`src/rtl/imem_loader_pkg.sv`:
```
// Shared types and stream constants for the boot-time instruction-memory loader.
// Optional feature macro: IMEM_LOADER_CHECKSUM_EN adds the checksum state.
package imem_loader_pkg;

  localparam int unsigned GROUP_BYTES = 4;  // header, data and checksum fields are all 4 bytes

  typedef enum logic [2:0] {
    S_IDLE,
    S_HDR,
    S_DATA,
    S_WR,
`ifdef IMEM_LOADER_CHECKSUM_EN
    S_CHK,
`endif
    S_DONE,
    S_ERR
  } state_t;

  function automatic logic [31:0] word_addr(input logic [15:0] cnt);
    return {14'd0, cnt, 2'b00};
  endfunction

endpackage

```
`src/rtl/imem_loader_byte_assembler.sv`:
```
// Shifts host bytes in MSB-first and flags the byte that completes a 4-byte group.
module imem_loader_byte_assembler
  import imem_loader_pkg::*;
(
  input  logic        clk,
  input  logic        rst_n,
  input  logic        clr,
  input  logic        en,
  input  logic [7:0]  byte_data,
  output logic [31:0] word,
  output logic [31:0] word_next,
  output logic        word_rdy
);

  logic [1:0] idx;

  assign word_next = {word[23:0], byte_data};
  assign word_rdy  = en && (idx == 2'(GROUP_BYTES - 1));

  always_ff @(posedge clk or negedge rst_n) begin
    if (!rst_n) begin
      idx  <= '0;
      word <= '0;
    end else if (clr) begin
      idx  <= '0;
      word <= '0;
    end else if (en) begin
      idx  <= idx + 2'd1;
      word <= word_next;
    end
  end

endmodule

```
`src/rtl/imem_loader.sv`:
```
// Boot loader: assembles a big-endian word stream into IM while holding the CPU in reset.
// Define IMEM_LOADER_CHECKSUM_EN to require a trailing mod-2^32 checksum of the image.
module imem_loader
  import imem_loader_pkg::*;
#(
  parameter int unsigned IMEM_SIZE   = 1024,
  parameter int unsigned TIMEOUT_CYC = 65535
) (
  input  logic        CLK,
  input  logic        RST,
  input  logic        START,
  input  logic        BYTE_VALID,
  input  logic [7:0]  BYTE_DATA,
  output logic        BYTE_READY,
  input  logic [31:0] CPU_PC,
  output logic [31:0] IM_ADDR,
  output logic        IM_WE,
  output logic [31:0] IM_W_INS,
  output logic        CPU_HOLD,
  output logic        BUSY,
  output logic        DONE,
  output logic        ERR,
  output logic [15:0] WORD_CNT
);

`ifdef IMEM_LOADER_CHECKSUM_EN
  localparam state_t S_FIN = S_CHK;
  logic [31:0] csum;
`else
  localparam state_t S_FIN = S_DONE;
`endif

  state_t      state, state_next;
  logic [31:0] n_words, timer, word, word_next;
  logic [15:0] cnt;
  logic        accept, start_ok, timeout, last_wr, word_rdy;

  assign start_ok = START && (state == S_IDLE || state == S_DONE || state == S_ERR);
  assign accept   = BYTE_VALID && BYTE_READY;
  // BYTE_READY is high exactly in the states where the inactivity timer runs
  assign timeout  = BYTE_READY && !accept && (timer == 32'(TIMEOUT_CYC - 1));
  assign last_wr  = ({16'd0, cnt + 16'd1} == n_words);

  imem_loader_byte_assembler u_asm (
    .clk       (CLK),
    .rst_n     (RST),
    .clr       (start_ok),
    .en        (accept),
    .byte_data (BYTE_DATA),
    .word      (word),
    .word_next (word_next),
    .word_rdy  (word_rdy)
  );

  always_ff @(posedge CLK or negedge RST) begin
    if (!RST) state <= S_IDLE;
    else      state <= state_next;
  end

  always_comb begin
    state_next = state;
    case (state)
      S_IDLE, S_DONE, S_ERR: if (start_ok) state_next = S_HDR;
      S_HDR: begin
        if (timeout) state_next = S_ERR;
        else if (word_rdy) begin
          if (word_next > IMEM_SIZE) state_next = S_ERR;
          else if (word_next == '0)  state_next = S_FIN;
          else                       state_next = S_DATA;
        end
      end
      S_DATA: begin
        if (timeout)       state_next = S_ERR;
        else if (word_rdy) state_next = S_WR;
      end
      S_WR: state_next = last_wr ? S_FIN : S_DATA;
`ifdef IMEM_LOADER_CHECKSUM_EN
      S_CHK: begin
        if (timeout)       state_next = S_ERR;
        else if (word_rdy) state_next = (word_next == csum) ? S_DONE : S_ERR;
      end
`endif
      default: state_next = S_IDLE;
    endcase
  end

  always_comb begin
    BYTE_READY = 1'b0;
    CPU_HOLD   = 1'b0;
    BUSY       = 1'b0;
    DONE       = 1'b0;
    ERR        = 1'b0;
    IM_WE      = 1'b0;
    case (state)
      S_HDR, S_DATA: begin
        BYTE_READY = 1'b1;
        CPU_HOLD   = 1'b1;
        BUSY       = 1'b1;
      end
`ifdef IMEM_LOADER_CHECKSUM_EN
      S_CHK: begin
        BYTE_READY = 1'b1;
        CPU_HOLD   = 1'b1;
        BUSY       = 1'b1;
      end
`endif
      S_WR: begin
        CPU_HOLD = 1'b1;
        BUSY     = 1'b1;
        IM_WE    = 1'b1;
      end
      S_DONE: DONE = 1'b1;
      S_ERR: begin
        CPU_HOLD = 1'b1;
        ERR      = 1'b1;
      end
      default: ;
    endcase
    IM_ADDR  = CPU_HOLD ? word_addr(cnt) : CPU_PC;
    IM_W_INS = word;
    WORD_CNT = cnt;
  end

  always_ff @(posedge CLK or negedge RST) begin
    if (!RST) begin
      n_words <= '0;
      timer   <= '0;
      cnt     <= '0;
`ifdef IMEM_LOADER_CHECKSUM_EN
      csum    <= '0;
`endif
    end else if (start_ok) begin
      n_words <= '0;
      timer   <= '0;
      cnt     <= '0;
`ifdef IMEM_LOADER_CHECKSUM_EN
      csum    <= '0;
`endif
    end else begin
      if (state == S_HDR && word_rdy) n_words <= word_next;
      if (accept)          timer <= '0;
      else if (BYTE_READY) timer <= timer + 32'd1;
      if (state == S_WR) begin
        cnt  <= cnt + 16'd1;
`ifdef IMEM_LOADER_CHECKSUM_EN
        csum <= csum + word;
`endif
      end
    end
  end

endmodule
```
`config.mk`:
```
export PLATFORM = sky130hd
export DESIGN_NAME = imem_loader
export DESIGN_NICKNAME = d
export VERILOG_FILES = /design/src/rtl/imem_loader_pkg.sv /design/src/rtl/imem_loader_byte_assembler.sv /design/src/rtl/imem_loader.sv
export SDC_FILE = /design/constraint.sdc
export NUM_CORES = 1
export LEC_CHECK = 0
export ABC_AREA = 1
export BUFFER_PORTS_ARGS = -buffer_cell sky130_fd_sc_hd__buf_4
export CORE_MARGIN = 10
export CORE_UTILIZATION = 25
export DETAILED_ROUTE_END_ITERATION = 6
export HOLD_SLACK_MARGIN = 0.03
export PLACE_DENSITY = 0.47
export SETUP_SLACK_MARGIN = 0.02
export SYNTH_ARGS = -nofsm -noshare
export SYNTH_HDL_FRONTEND = slang
export SYNTH_HIERARCHICAL = 1
export SYNTH_SLANG_ARGS = --single-unit
```
`constraint.sdc`:
```
create_clock -name CLK -period 2.8 [get_ports CLK]
set_clock_uncertainty 0.2 [all_clocks]
set_input_delay 0.42 -clock CLK [delete_from_list [all_inputs] [get_ports CLK]]
set_output_delay 0.42 -clock CLK [all_outputs]
set_load 0.02 [all_outputs]
```
==> impl_metrics.tcl <==
set metrics [dict create \
    max_stage_delay_ns 0.42 \
    slew_headroom_pct 55.57 \
    root_buffer "clkbuf_16" \
    crit_path_cell_trace "inv_1 -> nand2_1 -> nand2_1 -> buf_6 -> nor2_1 -> a21oi_1 -> buf_4" \
    drc 0 \
    final_cell_mix "nand2_1 (202), inv_1 (145), buf_4 (137)" \
    htree_num_levels 4 \
    cpLargestDelayFamily "buffers and inverters" \
    dp_hpwl_um 17230 \
    critPathArrivalTime_ns 1.91 \
    cp_slowest_cell "dfrtp_1" \
    grtUsageTotal_pct 12.83 \
    die_y_um 187.4 \
    syn-num-nets 989 \
    hold_viol 0 \
    ys_ff_latch 117 \
    yosysWarnings 6 \
    dpl.cell_count 1401 \
    final_util_pct 31.73 \
    drt_iter0_markers 472 \
    coreArea_mm2 0.02771 \
    finalSetupViolations 0 \
    min_path_type "input port to flip-flop" \
    rows 61 \
    numCtsBuffers 17 \
    status "completed" \
    fin_nets 1091 \
    worst_slack_ns 0.2653 \
    num_antenna_cells 0 \
    clock_latency_ns 0.42 \
    netlist_instances 941 \
    seqCellArea_mm2 0.002928 \
    crit_fanout 47 \
    die-area_mm2 0.03513 \
    gp_congestion 0.8075 \
    pwr_density_cell_mw_per_mm2 864.8 \
    synthArstFlopShare_pct 100.0 \
    io-pin-count 130 \
    wl_per_cell_um 15.73 \
    port_buffers 129 \
    clock.fmax_ghz 0.3945 \
    grt_pass1_vias 6469 \
    cts.clk_slew.worst_paths_ns 0.06 \
    synth_edf_count 0 \
    multi_input_area_mm2 0.003110 \
    drive_gt1_share_pct 19.98 \
    syn_area_per_cell_um2 7.447 \
    cts.sinks 117 \
    syn_area_mm2 0.007008 \
    vias_per_cell 4.501 \
    crit_type "flip-flop to output pin" \
    worst_ep_required_time_ns 2.18 \
    tightest_slew_ns 0.6604 \
    start_util_pct 25.29 \
    grt_pass1_wl_um 36360 \
    cap_violations 0 \
    synthToLayoutAreaGrowth_pct 25.46 \
    grt_max_degree 48 \
    fin_tns_setup_ns 0 \
    ir_worst_vdd_mv 0.4635 \
    leakagePower_nw 4.306 \
    die_w_um 187.4 \
    yosys.cell_types.count 46 \
    vias 6454 \
    dpl_worst_slack_ns 0.5369 \
    antenna_found_initial 0 \
    dominantRegCellSynth "dfrtp_1" \
    overflow 0 \
    cpMostUsedCell "nand2_1" \
    final_antenna_net_count 0 \
    final_common_cell "nand2_1" \
    fillers 2995 \
    drt-total-wl_um 22560 \
    synth-seq-area-share_pct 41.78 \
    holdWs_ns 0.05515 \
    rsz0062_at_grt "false" \
    min_period_over_period_pct 90.53 \
    period_minus_slack_ns 2.535 \
    cts_tree "built" \
    crit_buf_inv 3 \
    first_pass_iters 7 \
    layout.cells.non_filler 1434 \
    timing.critical_path.to_type "output pin" \
    cp-start-kind "flip-flop" \
    clock_path_buffers 2 \
    maxSlewViolCount 0 \
]
## layout make-up
cell class,instances,area share (%)
multi-input combinational,617,35.38
tap,378,5.379
clock buffer,20,5.194
timing repair buffer,141,12.40
inverter,149,6.447
sequential,117,33.30
clock inverter,12,1.907
## metal layers
layer / global-route usage [%] / up-vias / part of all wire (%)
li1: - / 3230 / -
met1: 15.94 / 3054 / 44
met2: 21.70 / 153 / 51
met3: 3.039 / 17 / 4.4
met4: 3.538 / 0 / 1.3
met5: 0 / - / 0
## cell usage after synthesis, drive strengths merged, types with 2 or more instances
| cell type | n | share of area (%) |
|---|---|---|
| dfrtp | 117 | 42 |
| nand3 | 104 | 8.4 |
| nand4 | 27 | 2.4 |
| nor4 | 8 | 0.80 |
| xor2 | 9 | 1.1 |
| o22ai | 40 | 3.6 |
| clkbuf | 9 | 0.48 |
| a211oi | 3 | 0.32 |
| a21oi | 40 | 2.9 |
| or2 | 2 | 0.18 |
| ha | 4 | 0.71 |
| o21ai | 25 | 1.8 |
| nor2 | 114 | 6.9 |
| xnor2 | 5 | 0.62 |
| buf | 49 | 5.4 |
| nand2 | 206 | 11 |
| inv | 149 | 8.1 |
| nor3 | 17 | 1.2 |
## registers in the layout (all words and copies together), names as in the netlist
name        flops
timer          32
n_words        32
state           3
WORD_CNT       16
u_asm/idx       2
u_asm/word     32
## power breakdown
part	total [mW]	internal [mW]	leakage, nW	switching (mW)
clock network	2.33	1.46	0.302	0.862
registers	2.11	1.87	1.62	0.243
logic	3.17	1.08	2.38	2.08
total	7.60	4.42	4.31	3.19
## logic make-up (layout without fill, tap and decap cells)
| logic type | after synthesis | in the layout | synth area share (%) |
|---|---|---|---|
| buf+inv | 207 | 322 | 13.94 |
| simple gates | 483 | 483 | 31.87 |
| xor+xnor | 16 | 16 | 2.410 |
| flops | 117 | 117 | 41.78 |
| compound gates | 113 | 113 | 9.123 |
| fa+ha+maj | 4 | 4 | 0.7142 |
| mux | 1 | 1 | 0.1607 |
## path summary, 6_finish.rpt
kind	from	end	slack, ns	depth (start not counted)
max	state[2]	IM_ADDR[10]	0.27	7
min	BYTE_DATA[7]	u_asm/word[7]	0.06	3
max reg2reg	WORD_CNT[0]	state[1]	0.51	14
min reg2reg	u_asm/word[26]	u_asm/word[26]	0.28	2
max in group asynchronous	RST	state[1]	1.43	3
min in group asynchronous	RST	u_asm/word[25]	0.28	2
## timing repair
item,in CTS,in global routing
setup buffers,0,0
endpoints found under the setup margin,0,12
hold buffers,1,0
endpoints found under the hold margin,26,0
gates resized for setup,0,1
## metrics by stage
stage / cell area [µm²] / total power, mW
2_1_floorplan: 7008 / 4.221
3_3_place_gp: 8154 / 5.370
3_5_place_dp: 8154 / 5.371
4_1_cts: 8788 / 7.720
5_1_grt: 8792 / 8.106
6_report: 8792 / 7.604
## tightest hold or removal path, cell delays in order
cell and delay (ns):
buf_4 0.09, nand3_1 0.07, nand2_1 0.06
Note: power is estimated with default switching activity, not from simulation.
